[src/rtl/gpio_hub_pkg.sv]
// Shared constants and the round-robin search helper for the board GPIO hub.
package gpio_hub_pkg;

  localparam int unsigned DEB_CYC_DEF  = 20000;
  localparam int unsigned HOLD_CYC_DEF = 10000000;
  localparam int unsigned MAX_BTN      = 16;

  typedef struct packed {
    logic       found;
    logic [3:0] idx;
  } rr_pick_t;

  // First set bit of pend at or above ptr, wrapping at num (ptr < num <= MAX_BTN).
  function automatic rr_pick_t rr_pick(input logic [MAX_BTN-1:0] pend,
                                       input logic [3:0]         ptr,
                                       input int unsigned        num);
    rr_pick_t    res;
    int unsigned j;
    res = '0;
    for (int unsigned k = 0; k < MAX_BTN; k++) begin
      j = 32'(ptr) + k;
      if (j >= num) j = j - num;
      if (k < num && !res.found && pend[j[3:0]]) begin
        res.found = 1'b1;
        res.idx   = j[3:0];
      end
    end
    return res;
  endfunction

endpackage

[src/rtl/gpio_hub_btn_conditioner.sv]
// One push-button channel: 2-flop synchroniser, debounce filter and hold
// auto-repeat timer; evt pulses for one cycle per press or repeat.
module btn_conditioner
  import gpio_hub_pkg::*;
#(
  parameter int unsigned DEB_CYC   = DEB_CYC_DEF,
  parameter int unsigned HOLD_CYC  = HOLD_CYC_DEF,
  parameter int unsigned REPEAT_EN = 1
) (
  input  logic clk,
  input  logic rstn,
  input  logic btn_in,
  output logic st,
  output logic evt
);

  localparam int unsigned DW = ($clog2(DEB_CYC) > 0) ? $clog2(DEB_CYC) : 1;
  localparam int unsigned HW = ($clog2(HOLD_CYC) > 0) ? $clog2(HOLD_CYC) : 1;
  localparam logic [DW-1:0] DEB_LAST  = DW'(DEB_CYC - 1);
  localparam logic [HW-1:0] HOLD_LAST = HW'(HOLD_CYC - 1);

  logic          sync1_q, sync1_d;
  logic          sync2_q, sync2_d;
  logic          st_q, st_d;
  logic [DW-1:0] dc_q, dc_d;
  logic [HW-1:0] hc_q, hc_d;
  logic          rep;

  always_comb begin
    sync1_d = btn_in;
    sync2_d = sync1_q;
    st_d    = st_q;
    dc_d    = dc_q;
    hc_d    = hc_q;
    rep     = 1'b0;

    if (sync2_q == st_q) begin
      dc_d = '0;
    end else if (dc_q == DEB_LAST) begin
      st_d = sync2_q;
      dc_d = '0;
    end else begin
      dc_d = dc_q + DW'(1);
    end

    // Hold timer runs off the registered level, so the press edge itself restarts it.
    if (REPEAT_EN == 0 || !st_q) begin
      hc_d = '0;
    end else if (hc_q == HOLD_LAST) begin
      hc_d = '0;
      rep  = 1'b1;
    end else begin
      hc_d = hc_q + HW'(1);
    end
  end

  always_ff @(posedge clk) begin
    if (!rstn) begin
      sync1_q <= 1'b0;
      sync2_q <= 1'b0;
      st_q    <= 1'b0;
      dc_q    <= '0;
      hc_q    <= '0;
    end else begin
      sync1_q <= sync1_d;
      sync2_q <= sync2_d;
      st_q    <= st_d;
      dc_q    <= dc_d;
      hc_q    <= hc_d;
    end
  end

  assign st  = st_q;
  assign evt = (st_d & ~st_q) | rep;

endmodule

[src/rtl/gpio_hub.sv]
// Board GPIO hub: debounced buttons raise events that are arbitrated
// round-robin onto a valid/ready port with a switch snapshot; LED register.
module gpio_hub
  import gpio_hub_pkg::*;
#(
  parameter int unsigned NUM_BTN   = 4,
  parameter int unsigned DATA_W    = 8,
  parameter int unsigned DEB_CYC   = DEB_CYC_DEF,
  parameter int unsigned HOLD_CYC  = HOLD_CYC_DEF,
  parameter int unsigned REPEAT_EN = 1,
  localparam int unsigned IDX_W    = (NUM_BTN > 1) ? $clog2(NUM_BTN) : 1
) (
  input  logic              clk,
  input  logic              rstn,
  input  logic [NUM_BTN-1:0] btn_in,
  input  logic [DATA_W-1:0] sw_in,
  input  logic [DATA_W-1:0] led_wdata,
  input  logic              led_wvalid,
  output logic [DATA_W-1:0] led_out,
  output logic [DATA_W-1:0] tx_data,
  output logic [IDX_W-1:0]  tx_idx,
  output logic              tx_valid,
  input  logic              tx_ready
);

  logic [NUM_BTN-1:0] btn_evt;
  logic [NUM_BTN-1:0] btn_st_unused;

  for (genvar gi = 0; gi < NUM_BTN; gi++) begin : g_btn
    btn_conditioner #(
      .DEB_CYC  (DEB_CYC),
      .HOLD_CYC (HOLD_CYC),
      .REPEAT_EN(REPEAT_EN)
    ) u_btn (
      .clk   (clk),
      .rstn  (rstn),
      .btn_in(btn_in[gi]),
      .st    (btn_st_unused[gi]),
      .evt   (btn_evt[gi])
    );
  end

  logic [DATA_W-1:0]  sw_s1_q, sw_s1_d;
  logic [DATA_W-1:0]  sw_s2_q, sw_s2_d;
  logic [NUM_BTN-1:0] pend_q, pend_d;
  logic [IDX_W-1:0]   rr_ptr_q, rr_ptr_d;
  logic               tx_valid_q, tx_valid_d;
  logic [DATA_W-1:0]  tx_data_q, tx_data_d;
  logic [IDX_W-1:0]   tx_idx_q, tx_idx_d;
  logic [DATA_W-1:0]  led_q, led_d;
  rr_pick_t           pick;
  logic [IDX_W-1:0]   pick_idx;
  logic               slot_free;

  always_comb begin
    sw_s1_d    = sw_in;
    sw_s2_d    = sw_s1_q;
    led_d      = led_wvalid ? led_wdata : led_q;
    pick       = rr_pick(MAX_BTN'(pend_q), 4'(rr_ptr_q), NUM_BTN);
    pick_idx   = IDX_W'(pick.idx);
    slot_free  = !tx_valid_q || tx_ready;
    pend_d     = pend_q;
    rr_ptr_d   = rr_ptr_q;
    tx_valid_d = tx_valid_q;
    tx_data_d  = tx_data_q;
    tx_idx_d   = tx_idx_q;

    if (slot_free) begin
      tx_valid_d = pick.found;
      if (pick.found) begin
        tx_idx_d         = pick_idx;
        tx_data_d        = sw_s2_q;
        pend_d[pick_idx] = 1'b0;
        rr_ptr_d         = (32'(pick_idx) == NUM_BTN - 1) ? '0 : pick_idx + IDX_W'(1);
      end
    end
    // New events are OR'd after the grant clear so a coincident event survives.
    pend_d = pend_d | btn_evt;
  end

  always_ff @(posedge clk) begin
    if (!rstn) begin
      sw_s1_q    <= '0;
      sw_s2_q    <= '0;
      pend_q     <= '0;
      rr_ptr_q   <= '0;
      tx_valid_q <= 1'b0;
      tx_data_q  <= '0;
      tx_idx_q   <= '0;
      led_q      <= '0;
    end else begin
      sw_s1_q    <= sw_s1_d;
      sw_s2_q    <= sw_s2_d;
      pend_q     <= pend_d;
      rr_ptr_q   <= rr_ptr_d;
      tx_valid_q <= tx_valid_d;
      tx_data_q  <= tx_data_d;
      tx_idx_q   <= tx_idx_d;
      led_q      <= led_d;
    end
  end

  assign led_out  = led_q;
  assign tx_data  = tx_data_q;
  assign tx_idx   = tx_idx_q;
  assign tx_valid = tx_valid_q;

endmodule

[config.mk]
export PLATFORM = sky130hd
export DESIGN_NAME = gpio_hub
export DESIGN_NICKNAME = d
export VERILOG_FILES = /design/src/rtl/gpio_hub_pkg.sv /design/src/rtl/gpio_hub_btn_conditioner.sv /design/src/rtl/gpio_hub.sv
export SDC_FILE = /design/constraint.sdc
export NUM_CORES = 1
export LEC_CHECK = 0
export CAP_MARGIN = 40
export CORE_UTILIZATION = 60
export CTS_CLUSTER_DIAMETER = 120
export CTS_CLUSTER_SIZE = 30
export DETAILED_ROUTE_END_ITERATION = 8
export GPL_TIMING_DRIVEN = 0
export MAX_ROUTING_LAYER = met4
export PLACE_DENSITY = 0.83
export REMOVE_ABC_BUFFERS = 1
export SYNTH_ARGS = -nofsm -noshare
export SYNTH_HDL_FRONTEND = slang
export SYNTH_HIERARCHICAL = 1
export SYNTH_SLANG_ARGS = --single-unit
[constraint.sdc]
create_clock -name clk -period 3.17 [get_ports clk]
set_clock_uncertainty 0.15 [all_clocks]
set_input_delay 0.4755 -clock clk [delete_from_list [all_inputs] [get_ports clk]]
set_output_delay 0.4755 -clock clk [all_outputs]
set_load 0.01 [all_outputs]
==> summary.md, run 1 <==
| Metric | Value |
|---|---|
| Number of buffers created by CTS | `10` |
| Fin nets | `between 1000 and 1500` |
| Design area | `10310 sq um` |
| Drt pass-1 iters | `5` |
| Global Route Usage Sum | `0.2221` |
| Setup violations, final | `0` |
| WL/cell | `13.47 microns` |
| Largest net degree at the start of global routing | `44` |
| Via density | `between 5 and 6` |
| CTS root buf | `clkbuf_16` |
| WL final | `17450 microns` |
| Die ar. | `16470 sq um` |
| Grt total ovfl | `0` |
| Initial antenna violation count | `0` |
| Minimum clock period | `2.997 ns` |
| Die height | `~130 microns` |
| First-pass GRT wire length | `~30000 microns` |
| Placed cells | `1282` |
| Top FF cell, synth | `dfxtp_1` |
| First DRT Iteration DRCs | `540` |
| Clk_lat worst skew | `0.46 ns` |
| Post-route insts no fill | `roughly 1300` |
| CTS tree | `built` |
| Async S/R FF share, synth | `0` |
| Slowest stage delay, CP | `0.50 ns` |
| CP delay by family, top | `compound AO/OA/AOI/OAI gates` |
| Core ar. | `15370 sq um` |
| Hold Worst Slack | `0.2932 ns` |
| Initial core utilization | `0.6230` |
| Critical path launch point type | `flop` |
| Placed cell area | `roughly 10000 sq um` |
| Sequential area share after synthesis | `0.4370` |
| Worst-path clk slew | `0.11 ns` |
| Post-DRT Antenna Nets | `0` |
| CP required | `about 3.3 ns` |
| Total inserted antenna cells | `0` |
| Slew Limit Fails | `0` |
| VDD IR-drop max | `0.0002865 V` |
| Gate count of the mapped netlist | `1065` |
| Slew headroom | `0.4879` |
| Placer Congestion | `0.8840` |
| Crit-path cells | `inv_1 -> ha_1 -> mux2_2 -> a221o_1 -> o41ai_4 -> buf_4 -> mux2i_1 -> nor2_1` |
| # clock sinks | `209` |
| I/O pins | `43` |
| Buffers on Ports | `42` |
| Longest Clk Path Bufs | `3` |
| Cell Pwr Density | `around 400 nW/um^2` |
| Worst min path class | `reg2reg` |
| Least-Margin Pin Slew | `0.7682 ns` |
| Via Count | `around 7500` |
| Max Fclk | `333.7 MHz` |
| CP bufs+invs | `2` |
| Vias in the first global route | `6889` |
| Syn avg cell area | `8.991 sq um` |
| Final core utilization | `0.6708` |
| Dpl hpwl | `~12000 microns` |
| Final worst path period share | `0.9454` |
| Crit. End Element | `flop` |
| Layout cell share with drive strength beyond 1 | `0.04700` |
| CP Max Fanout | `13` |
| Synth-to-Final Area Change | `7.683%` |
| Status | `finished clean` |
| Die X | `~130 microns` |
| Post-synth cell types | `45` |
| Post-Syn Area | `around 9600 sq um` |
| FF+latch count, synth | `about 210` |
| RSZ-0062 raised after global routing | `no` |
| Slowest cell on crit path | `dfxtp_2` |
| Synth warnings | `6` |
| Setup TNS | `0 ns` |
| Num rows | `45` |
| Max-Cap Viols | `0` |
| EDFF count, synth | `0` |
| Final Hold Vio Count | `0` |
| H-tree depth | `1` |
| DR DRC count | `0` |
| Critical setup path kind | `reg2reg` |
| CP arrival | `between 3 and 4 ns` |
| Leak Pwr | `3.249 nW` |
==> cell usage in the layout (no fill, tap or decap), drive strengths merged, types with 2 or more instances in the layout <==
master / Yosys / layout
a211oi: 2 / 2
a21boi: 5 / 5
a21oi: 48 / 48
a31oi: 5 / 5
and2: 29 / 29
and3: 17 / 17
and4: 16 / 16
buf: 19 / 4
clkbuf: 18 / 12
clkdlybuf4s50: 0 / 41
dfxtp: 209 / 209
ha: 16 / 16
inv: 37 / 37
mux2: 5 / 5
mux2i: 18 / 18
mux4: 2 / 2
nand2: 52 / 52
nand2b: 7 / 7
nand3: 78 / 78
nand3b: 4 / 4
nand4: 44 / 44
nor2: 137 / 137
nor2b: 3 / 3
nor3: 13 / 13
nor4: 26 / 26
o211ai: 5 / 5
o21ai: 32 / 32
o21bai: 4 / 4
o31ai: 18 / 18
or3: 41 / 41
or4: 28 / 28
or4b: 20 / 20
xnor2: 44 / 44
xor2: 56 / 56
==> state kept, by name, indices dropped and copies added (netlist names), 8 cells and up <==
signal and flops:
g_btn.u_btn/dc_q 60, g_btn.u_btn/hc_q 96, led_out 8, sw_s1_q 8, sw_s2_q 8, tx_data 8
==> final cells by class <==
class	instances	area, sq um
clock buffer	12	279.0
fill	1230	5060
inverter	37	138.9
multi-input combinational	782	5001
sequential	209	4187
tap	211	264.0
timing repair buffer	45	441.7
==> through the flow <==
step	setup slack, ns	total power [mW]
detailed placement	-0.2247	2.801
CTS	0.06572	4.190
floorplan	0.1723	2.744
global route	0.03040	4.295
global placement	-0.2703	2.799
finish	0.1729	4.131
==> synthesized netlist by cell type, types with 14 or more instances <==
library cell	number	area [sq um]
nor4_1	26	162.7
nand4_1	44	275.3
clkbuf_1	18	67.56
o31ai_1	18	135.1
nor2_1	137	514.2
xnor2_1	44	385.4
buf_6	14	157.7
or4_1	24	180.2
dfxtp_1	209	4184
mux2i_1	18	180.2
o21ai_0	32	160.2
and2_1	29	181.4
and4_1	16	140.1
a21oi_1	48	240.2
nand3_1	78	390.4
xor2_1	56	490.5
nand2_1	52	195.2
ha_1	16	200.2
or3_1	41	256.5
inv_1	37	138.9
==> routing by layer <==
layer | routed length (microns) | vias up | global-route usage | share of wire
li1 | - | 3832 | - | -
met1 | 8368 | 3559 | 0.2787 | 0.48
met2 | 8324 | 116 | 0.3870 | 0.48
met3 | 608 | 14 | 0.02328 | 0.035
met4 | 151 | 0 | 0.04637 | 0.0087
met5 | 0 | - | - | 0
==> repair_timing <==
item                       CTS  global route
hold buffers                 0             0
pin swaps                    1             0
resized for setup            3             1
buffers inserted             2             0
setup endpoints to repair   10            10
==> kinds of logic after synthesis <==
logic type               after synthesis  share of synthesized area
AO/OA/AOI/OAI                        125                    0.08507
buffers and inverters                 74                    0.04194
flip-flops                           209                     0.4370
adder cells (fa/ha/maj)               16                    0.02091
AND/OR/NAND/NOR                      516                     0.2943
XOR/XNOR                             100                    0.09147
multiplexers                          25                    0.02940
==> power by group <==
group	total (mW)	internal [mW]	switching, mW
sequential	2.65	2.65	0.00787
combinational	0.0858	0.0496	0.0362
clock	1.39	0.629	0.762
total	4.13	3.32	0.806
==> worst paths after layout <==
path	from	to	slack (ns)	cells after the start
worst max-delay path	rr_ptr_q[0]	tx_data[0]	0.17	8
worst min-delay path	sw_s1_q[6]	sw_s2_q[6]	0.29	1
worst max register to register	rr_ptr_q[0]	tx_data[0]	0.17	8
worst min register to register	sw_s1_q[6]	sw_s2_q[6]	0.29	1
Power figures use the tool's default switching activity.
==> run 2: changes to the inputs <==
Settings changed: CTS_CLUSTER_SIZE 30 to 25.
==> run 2 against run 1 <==
Power is 4.3% higher. Non-clock buffer count unchanged. Sequential share of layout area decreased by 0.25 points. Largest power group unchanged.
==> summary.md, run 2 (same netlist as run 1, synthesis figures left out) <==
| Metric | Value |
|---|---|
| Via density | `5.787 (-0.29%)` |
| Via Count | `7511 (-0.13%)` |
| Design area | `10370 sq um (+0.61%)` |
| Initial core utilization | `0.6230 (unchanged)` |
| GR Layer Usage met1 | `0.2768 (-0.001899)` |
| CP required | `3.35 ns (about the same)` |
| WL/cell | `13.48 microns (about the same)` |
| Dpl hpwl | `12010 microns (unchanged)` |
| Status | `finished clean` |
| Clk_lat worst skew | `0.46 ns (about the same)` |
| Number of buffers created by CTS | `12 (+2)` |
| Placed cells | `1282 (unchanged)` |
| Fill count | `1226 (-0.33%)` |
| RSZ-0062 raised after global routing | `no` |
| CP Max Fanout | `13 (unchanged)` |
| Post-route insts no fill | `1298 (+0.15%)` |
| Worst min path class | `reg2reg` |
| CTS tree | `built` |
| Cell Pwr Density | `415.2 nW/um^2 (+3.6%)` |
| Drt pass-1 iters | `4 (-1)` |
| Worst-path clk slew | `0.10 ns (about the same)` |
| Placer Congestion | `0.8840 (unchanged)` |
| # clock sinks | `209 (unchanged)` |
| Vias in the first global route | `6962 (+1.1%)` |
| Core ar. | `15370 sq um (unchanged)` |
| Largest net degree at the start of global routing | `44 (unchanged)` |
| CP arrival | `3.14 ns (-0.03 ns)` |
| Die X | `128.3 microns (unchanged)` |
| Max Fclk | `337.4 MHz (+1.1%)` |
| WL final | `17490 microns (+0.23%)` |
| Max-Cap Viols | `0 (unchanged)` |
| Synth-to-Final Area Change | `8.337%` |
| R2R Setup Slk | `0.21 ns (+0.03 ns)` |
| Critical path launch point type | `flop` |
| First DRT Iteration DRCs | `514 (-4.8%)` |
| Final Worst Setup Slack | `0.2058 ns (+0.03289 ns)` |
| Setup violations, final | `0 (unchanged)` |
| Most frequent cells in the layout | `dfxtp_1, nor2_1, nand3_1` |
| Longest Clk Path Bufs | `3 (unchanged)` |
| Die height | `128.3 microns (unchanged)` |
| Pre-CTS setup slack | `-0.2247 ns (unchanged)` |
| Slew Limit Fails | `0 (unchanged)` |
| Buffers on Ports | `42 (unchanged)` |
| Setup TNS | `0 ns (unchanged)` |
| VDD IR-drop max | `0.0002608 V (-9.0%)` |
| Num rows | `45 (unchanged)` |
| Largest register by flop count | `g_btn.u_btn/hc_q` |
| Final core utilization | `0.6749 (+0.004070)` |
| Fin nets | `1127 (+0.18%)` |
| First-pass GRT wire length | `30260 microns (+0.48%)` |
| Global Route Usage Sum | `0.2235 (+0.001362)` |
| Leak Pwr | `3.280 nW (+0.95%)` |
| DR DRC count | `0 (unchanged)` |
| Max reg flops | `96 (unchanged)` |
| Commonest non-fill, non-tap cell in the layout | `dfxtp_1` |
| Critical setup path kind | `reg2reg` |
| Final Hold Vio Count | `0 (unchanged)` |
| Busiest grt layer | `met2` |
| Post-DRT Antenna Nets | `0 (unchanged)` |
| Minimum clock period | `2.964 ns (-0.03289 ns)` |
| Crit. End Element | `flop` |
| Initial antenna violation count | `0 (unchanged)` |
| Slew headroom | `0.4867 (-0.001160)` |
| Grt total ovfl | `0 (unchanged)` |
| Total inserted antenna cells | `0 (unchanged)` |
| Placed cell area | `10000 sq um (unchanged)` |
| Leading registers by flop count | `g_btn.u_btn/hc_q x96, g_btn.u_btn/dc_q x60` |
| GRT met2 Usage | `0.3901 (+0.003180)` |
| M3 GR Usage | `0.02536 (+0.002079)` |
| Final worst path period share | `0.9351 (-0.01037)` |
| H-tree depth | `1 (unchanged)` |
| CTS root buf | `clkbuf_16` |
| I/O pins | `43 (unchanged)` |
| Layout cell share with drive strength beyond 1 | `0.04968 (+0.002673)` |
| Least-Margin Pin Slew | `0.7699 ns (+0.001739 ns)` |
| Die ar. | `16470 sq um (unchanged)` |
## run 2: cell count changes in the layout (fill, tap and decap cells not counted)
cell       before  now
clkbuf_1        1    0
clkbuf_16      11   13
inv_12          0    1
## run 2: worst paths after layout
| kind | startpoint | to | cells past startpoint |
|---|---|---|---|
| worst min-delay path | sw_s1_q[6] | sw_s2_q[6] | 1 |
| worst max register to register | rr_ptr_q[0] | tx_data[0] | 8 |
| worst min register to register | sw_s1_q[6] | sw_s2_q[6] | 1 |
| worst max-delay path | rr_ptr_q[0] | tx_data[0] | 8 |
## run 2: worst max-delay path, stage by stage, from the launching register on
cell     delay [ns]
dfxtp_2        0.50
inv_1          0.10
ha_1           0.45
mux2_2         0.39
a221o_1        0.37
o41ai_4        0.39
buf_4          0.22
mux2i_1        0.19
nor2_1         0.06
## run 2: per-stage QoR
stage | hold slack, ns | total power [mW]
2_1_floorplan | 0.2618 | 2.744
3_3_place_gp | 0.2630 | 2.799
3_5_place_dp | 0.2710 | 2.801
4_1_cts | 0.2936 | 4.367
5_1_grt | 0.3150 | 4.471
6_report | 0.2907 | 4.307
## run 2: power breakdown
group	internal [mW]	leakage [nW]	switching, mW
registers	2.64	1.69	0.00778
clock network	0.747	0.167	0.822
logic	0.0496	1.42	0.0359
## run 2: timing repair
| action | in CTS | in global routing |
|---|---|---|
| pin swaps | 1 | 0 |
| resized for setup | 2 | 2 |
| hold buffers | 0 | 0 |
| buffers inserted | 2 | 0 |
| endpoints found under the setup margin | 10 | 12 |
## run 2: cell type report
| class | count | area, sq um | area share |
|---|---|---|---|
| inverters | 37 | 138.9 | 0.01339 |
| multi-input cells | 782 | 5001 | 0.4821 |
| flip-flops and latches | 209 | 4187 | 0.4036 |
| clock inverters | 1 | 16.27 | 0.001568 |
| well taps | 211 | 264.0 | 0.02545 |
| repair buffers | 45 | 441.7 | 0.04258 |
| clock buffers | 13 | 325.3 | 0.03136 |
## run 2: metal layers
metal  vias to the layer above  part of all wire
li1                       3838                 -
met1                      3528              0.47
met2                       130              0.48
met3                        15             0.035
met4                         0             0.018
met5                         -                 0
==> run 3: changes to the inputs <==
Settings changed: CAP_MARGIN 40 to 20, HOLD_SLACK_MARGIN set to 0.05.
==> run 3 against run 2 <==
Global-route usage decreased by 0.051 points. Critical path depth unchanged. Final cell count about the same. Setup slack improved by 0.024 ns. Clock power about the same. First-iteration DRC count decreased by 19%. Sequential share of layout area about the same. Non-clock buffer count decreased by 1. Fmax increased by 0.82%. Clock-buffer cell count unchanged.
==> summary.md, run 3 (same netlist as run 1, synthesis figures left out) <==
| Metric | Value |
|---|---|
| Worst-path clk slew | `0.09 ns (about the same)` |
| Via density | `5.791 (about the same)` |
| Worst min path class | `reg2reg` |
| Most frequent cells in the layout | `dfxtp_1, nor2_1, nand3_1` |
| FF-to-FF Start | `rr_ptr_q[1]` |
| Drt pass-1 iters | `5 (+1)` |
| I/O pins | `43 (unchanged)` |
| Die height | `128.3 microns (unchanged)` |
| Die ar. | `16470 sq um (unchanged)` |
| Initial core utilization | `0.6230 (unchanged)` |
| Hold path startpoint | `g_btn[1].u_btn/sync1_q` |
| Leading registers by flop count | `g_btn.u_btn/hc_q x96, g_btn.u_btn/dc_q x60` |
| Sw frac | `0.1992 (-0.001723)` |
| RSZ-0062 raised after global routing | `no` |
| Cell Pwr Density | `414.1 nW/um^2 (-0.28%)` |
| Critical path launch point type | `flop` |
| Number of buffers created by CTS | `12 (unchanged)` |
| Least-Margin Pin Slew | `0.7744 ns (+0.004431 ns)` |
| Via Count | `7511 (unchanged)` |
| CTS tree | `built` |
| Register area | `4189 sq um (about the same)` |
| Final worst path period share | `0.9275 (-0.007615)` |
| Cells on Worst Hold Path | `1 (unchanged)` |
| First DRT Iteration DRCs | `418 (-19%)` |
| Reg2reg end | `tx_data[7]` |
| Hold_buf cts | `0 (unchanged)` |
| CP arrival | `3.11 ns (-0.03 ns)` |
| Die X | `128.3 microns (unchanged)` |
| Grt total ovfl | `0 (unchanged)` |
| Minimum clock period | `2.940 ns (-0.02414 ns)` |
| Placer Congestion | `0.8840 (unchanged)` |
| Vias in the first global route | `6876 (-1.2%)` |
| Crit. End Element | `flop` |
| Max Fclk | `340.1 MHz (+0.82%)` |
| Dpl hpwl | `11890 microns (-1.0%)` |
| Longest Clk Path Bufs | `3 (unchanged)` |
| H-tree depth | `1 (unchanged)` |
| DR DRC count | `0 (unchanged)` |
| Largest register by flop count | `g_btn.u_btn/hc_q` |
| Sequential Power Share | `0.617 (about the same)` |
| Slew headroom | `0.4838 (-0.002954)` |
| Clock Power Share | `0.363 (about the same)` |
| Max reg flops | `96 (unchanged)` |
| Comb pwr share | `0.020 (about the same)` |
| Int Pwr | `3.441 mW (about the same)` |
| WL/cell | `13.42 microns (-0.42%)` |
| # clock sinks | `209 (unchanged)` |
| Pre-CTS setup slack | `-0.2597 ns (-0.03502 ns)` |
| Final Worst Setup Slack | `0.2300 ns (+0.02414 ns)` |
| Fin nets | `1126 (-0.089%)` |
| Fill count | `1229 (+0.24%)` |
| Commonest non-fill, non-tap cell in the layout | `dfxtp_1` |
| Worst Reg-to-Reg Cells | `8 (unchanged)` |
| Core ar. | `15370 sq um (unchanged)` |
| Num rows | `45 (unchanged)` |
| Psw | `0.8561 mW (-1.1%)` |
| Status | `finished clean` |
| First-pass GRT wire length | `30070 microns (-0.61%)` |
| Critical setup path kind | `reg2reg` |
| CTS root buf | `clkbuf_16` |
| Leak Pwr | `3.281 nW (about the same)` |
| Largest net degree at the start of global routing | `44 (unchanged)` |
| Initial antenna violation count | `0 (unchanged)` |
| R2R Setup Slk | `0.23 ns (+0.02 ns)` |
| Slew Limit Fails | `0 (unchanged)` |
| VDD IR-drop max | `0.0002565 V (-1.7%)` |
| Buffers on Ports | `42 (unchanged)` |
| WL final | `17410 microns (-0.50%)` |
| Post-route insts no fill | `1297 (-0.077%)` |
| Multi-input combinational cell area | `5001 sq um (unchanged)` |
| Global Route Usage Sum | `0.2230 (-0.0005058)` |
| CP required | `3.34 ns (about the same)` |
| Max-Cap Viols | `0 (unchanged)` |
| Final Hold Vio Count | `0 (unchanged)` |
| CP Max Fanout | `12 (-1)` |
| Hold EP | `g_btn[1].u_btn/sync2_q` |
| Layout cell share with drive strength beyond 1 | `0.04880 (-0.0008751)` |
| Placed cells | `1281 (-0.078%)` |
| Setup violations, final | `0 (unchanged)` |
| Synth-to-Final Area Change | `8.376% (about the same)` |
| Post-DRT Antenna Nets | `0 (unchanged)` |
| Total inserted antenna cells | `0 (unchanged)` |
| Clk_lat worst skew | `0.46 ns (about the same)` |
run 3: cell type report:
cell class,instances,share of cell area
Tap cell,211,0.02544
Inverter,37,0.01338
Timing Repair Buffer,44,0.04268
Sequential cell,209,0.4037
Multi-Input combinational cell,782,0.4819
Clock inverter,1,0.001567
Clock buffer,13,0.03135
run 3: worst max-delay path by stage:
stage                   to  slack, ns        start  cells after the start
2_1_floorplan  rr_ptr_q[1]       0.17  rr_ptr_q[0]                      7
3_3_place_gp    tx_data[4]      -0.27  rr_ptr_q[0]                      7
3_5_place_dp    tx_data[0]      -0.26  rr_ptr_q[0]                      7
4_1_cts        rr_ptr_q[1]       0.07  rr_ptr_q[1]                      9
5_1_grt         tx_data[1]       0.07  rr_ptr_q[1]                      8
6_report        tx_data[7]       0.23  rr_ptr_q[1]                      8
run 3: power by group through the flow:
stage	clock [mW]	combinational, mW	sequential, mW
after global placement	0	0.0859	2.71
after CTS	1.62	0.0868	2.65
final	1.56	0.0855	2.65
after global routing	1.72	0.0944	2.66
after floorplan	0	0.0282	2.72
after detailed placement	0	0.0864	2.71
run 3: per-layer routing:
layer,track usage,share of wire
met5,-,0
met2,0.3822,0.47
met4,0.04983,0.013
met1,0.2814,0.48
met3,0.02703,0.038
run 3: worst max-delay path: stages, from the launching register on:
cell and delay [ns]:
dfxtp_2 0.46, inv_1 0.10, ha_1 0.43, mux2_2 0.39
a221o_1 0.37, o41ai_4 0.45, buf_12 0.20, mux2i_1 0.19
nor2_1 0.05
run 3: what timing repair did:
| item | in CTS | in global routing |
|---|---|---|
| resized for setup | 2 | 3 |
| buffers inserted | 2 | 0 |
| gates cloned | 0 | 0 |
| pin swaps | 1 | 0 |
| setup endpoints to repair | 14 | 11 |
run 3: through the flow:
step	area [sq um]	TNS, ns	total power [mW]	hold slack, ns	util
5_1_grt	10380	0	4.470	0.3142	0.6751
2_1_floorplan	9313	0	2.744	0.2618	-
3_5_place_dp	9992	-2.691	2.801	0.2686	0.6501
3_3_place_gp	9997	-14.24	2.799	0.2630	0.6504
4_1_cts	10370	0	4.364	0.2915	0.6746
6_report	10380	0	4.297	0.2886	0.6751
==> variant: new RTL, config.mk and constraints of run 2 <==
`REPEAT_EN` is set to 1 in 2 places; all go to 0.
--- a/src/rtl/gpio_hub_btn_conditioner.sv
+++ b/src/rtl/gpio_hub_btn_conditioner.sv
@@ -5,7 +5,7 @@
 #(
   parameter int unsigned DEB_CYC   = DEB_CYC_DEF,
   parameter int unsigned HOLD_CYC  = HOLD_CYC_DEF,
-  parameter int unsigned REPEAT_EN = 1
+  parameter int unsigned REPEAT_EN = 0
 ) (
   input  logic clk,
   input  logic rstn,
--- a/src/rtl/gpio_hub.sv
+++ b/src/rtl/gpio_hub.sv
@@ -7,7 +7,7 @@
   parameter int unsigned DATA_W    = 8,
   parameter int unsigned DEB_CYC   = DEB_CYC_DEF,
   parameter int unsigned HOLD_CYC  = HOLD_CYC_DEF,
-  parameter int unsigned REPEAT_EN = 1,
+  parameter int unsigned REPEAT_EN = 0,
   localparam int unsigned IDX_W    = (NUM_BTN > 1) ? $clog2(NUM_BTN) : 1
 ) (
   input  logic              clk,
Behaviour: same outputs for any inputs over 10 cycles, from zero or initial values and one cycle with rstn low; that may be too few to reach the edited logic, so the function may still have changed.
==> variant against run 2 <==
Cell area fell by 43%; worst setup slack got worse by 65 ps; power fell by 21%; fmax fell by 2.1%; sequential power fell by 45%; sequential cell count fell by 96; routed wire length fell by 47%; largest cell class unchanged; synthesized area fell by 49%.
==> variant: results (changes against run 2) <==
The register-to-register setup slack came to 140 ps (-70 ps). The largest vdd supply drop came out at 394 µV (+51%). More flip-flops sit in one register than any other, and that register is g_btn.u_btn/dc_q. The latest clock arrival within the worst-skew pair came out at 510 ps (+50 ps). The routed metal-1 wirelength was 3.90 mm (-52%). The detailed router's first-iteration violation count is 147 (-71%). The unique cell type count in the Yosys netlist is 42 (-6.7%). The worst hold path terminates at sw_s2_q[4]. In the synthesized netlist, the cells that appear most often are 113 x sky130_fd_sc_hd__dfxtp_1, 89 x sky130_fd_sc_hd__nor2_1, 48 x sky130_fd_sc_hd__xnor2_1, 25 x sky130_fd_sc_hd__and2_1. The number of fill cells in the layout came to 509 (-58%). The first-pass GRT wire length is 15.6 mm (-48%). The number of nets at the end of the flow is 584 (-48%).

The startpoint identified for the worst hold timing path is sw_s1_q[4]. The root buffer cell chosen for the clock tree is sky130_fd_sc_hd__clkbuf_8. The maximum fanout encountered on the critical timing path came out at 10 (-3). The met3 wirelength from detailed routing came to 342 µm (-44%). The worst-case clock buffer depth came out at 2 (-1). The global-route usage over all layers is 0.241 (+0.0178). The global routing usage on met1 came out at 0.253 (-0.0234). After synthesis, the cell types taking the most area are sky130_fd_sc_hd__dfxtp_1 46%, sky130_fd_sc_hd__xnor2_1 8.6%, sky130_fd_sc_hd__nor2_1 6.8%. The count of placed standard cells including taps is 630 (-51%). The critical path arrival was 3240 ps (+100 ps). The run finished with clean final reports. The vias per cell came out at 5.37 (-7.2%).

The fraction of final layout cells with drive strength greater than 1 is 0.102 (+0.0519). The via count of the first global-routing pass is 3506 (-50%). The most instantiated library cell after synthesis is sky130_fd_sc_hd__dfxtp_1. The register clock-pin slew on the reported worst setup and hold paths came to 60 ps (-40 ps).

The synthesized instance count is 497 (-53%). The post-detailed-route wirelength per cell came to 13.9 µm (+3.2%). The total vias in the final route came out at 3562 (-53%). The sum of net half-perimeters after detailed placement is 5.86 mm (-51%).

The share of synthesized area occupied by flip-flops and latches is 0.463 (+0.0260). The delay of the slowest critical-path stage came out at 460 ps (-40 ps). The global routing usage on met2 is 0.421 (+0.0309). The leakage power summed over all cells was 2.10 nW (-36%).

The share of synthesized registers carrying an async set or reset was 0 (unchanged). The headroom to the max-slew limit came out at 0.526 (+0.0392). The wire length on met2 came out at 4.88 mm (-42%).

The worst slack at placement came out at -204 ps (+20.9 ps). The final estimated routing congestion in global placement came out at 0.878 (-0.67%). The fmax is 0.330 GHz (-2.1%). The signed area change from the synthesized netlist to the final layout is 21.9%. The met3 demand-to-capacity share in global routing came out at 0.0804 (+0.0551). The flip-flop count of the largest register after layout was 60 (-38%). The minimum hold slack came out at 279 ps (-11.9 ps). The total CTS buffers is 17 (+5).
-- variant: logic make-up after synthesis --
kind of cell / share of synthesized area
AO/OA/AOI/OAI: 0.0387
adder cells (fa/ha/maj): 0.0307
XOR/XNOR: 0.100
flip-flops: 0.463
multiplexers: 0.0658
buffers and inverters: 0.0392
AND/OR/NAND/NOR: 0.262
-- variant: worst register-to-register path, delay by kind of cell, from the launching register on --
kind                       cells  cell delay [ps]
AOI/OAI and AO/OA              2              820
adders and majority gates      1              440
buffers and inverters          2              300
DFF                            1              460
muxes                          2              640
and+or+nand+nor                1               70
-- variant: per-stage QoR --
step,total power [W],cell area [µm²],util,TNS [ps]
6_report,0.00339,5950,0.763,0
5_1_grt,0.00351,5950,0.763,0
4_1_cts,0.00342,5940,0.761,0
3_5_place_dp,0.00158,5350,0.685,-518
3_3_place_gp,0.00157,5320,0.682,-2130
2_1_floorplan,0.00151,4770,-,0
-- variant: report_power, final --
| part | switching [W] | leakage [nW] | internal, W |
|---|---|---|---|
| clock network | 0.000653 | 0.275 | 0.00120 |
| logic | 0.0000399 | 0.905 | 0.0000540 |
| registers | 0.00000921 | 0.918 | 0.00144 |
| total | 0.000702 | 2.10 | 0.00269 |
-- variant: what timing repair did --
item / 4_1_cts / 5_1_grt
resized for setup: 2 / 3
buffers inserted: 1 / 0
endpoints found under the hold margin: 0 / 0
setup endpoints to repair: 9 / 10
pin swaps: 1 / 0
-- variant: area by class of cell --
| class | count | share of cell area |
|---|---|---|
| Multi-Input combinational cell | 350 | 0.410 |
| Sequential cell | 113 | 0.381 |
| Timing Repair Buffer | 45 | 0.0763 |
| Clock buffer | 19 | 0.0708 |
| Clock inverter | 13 | 0.0271 |
| Tap cell | 102 | 0.0214 |
| Inverter | 21 | 0.0132 |
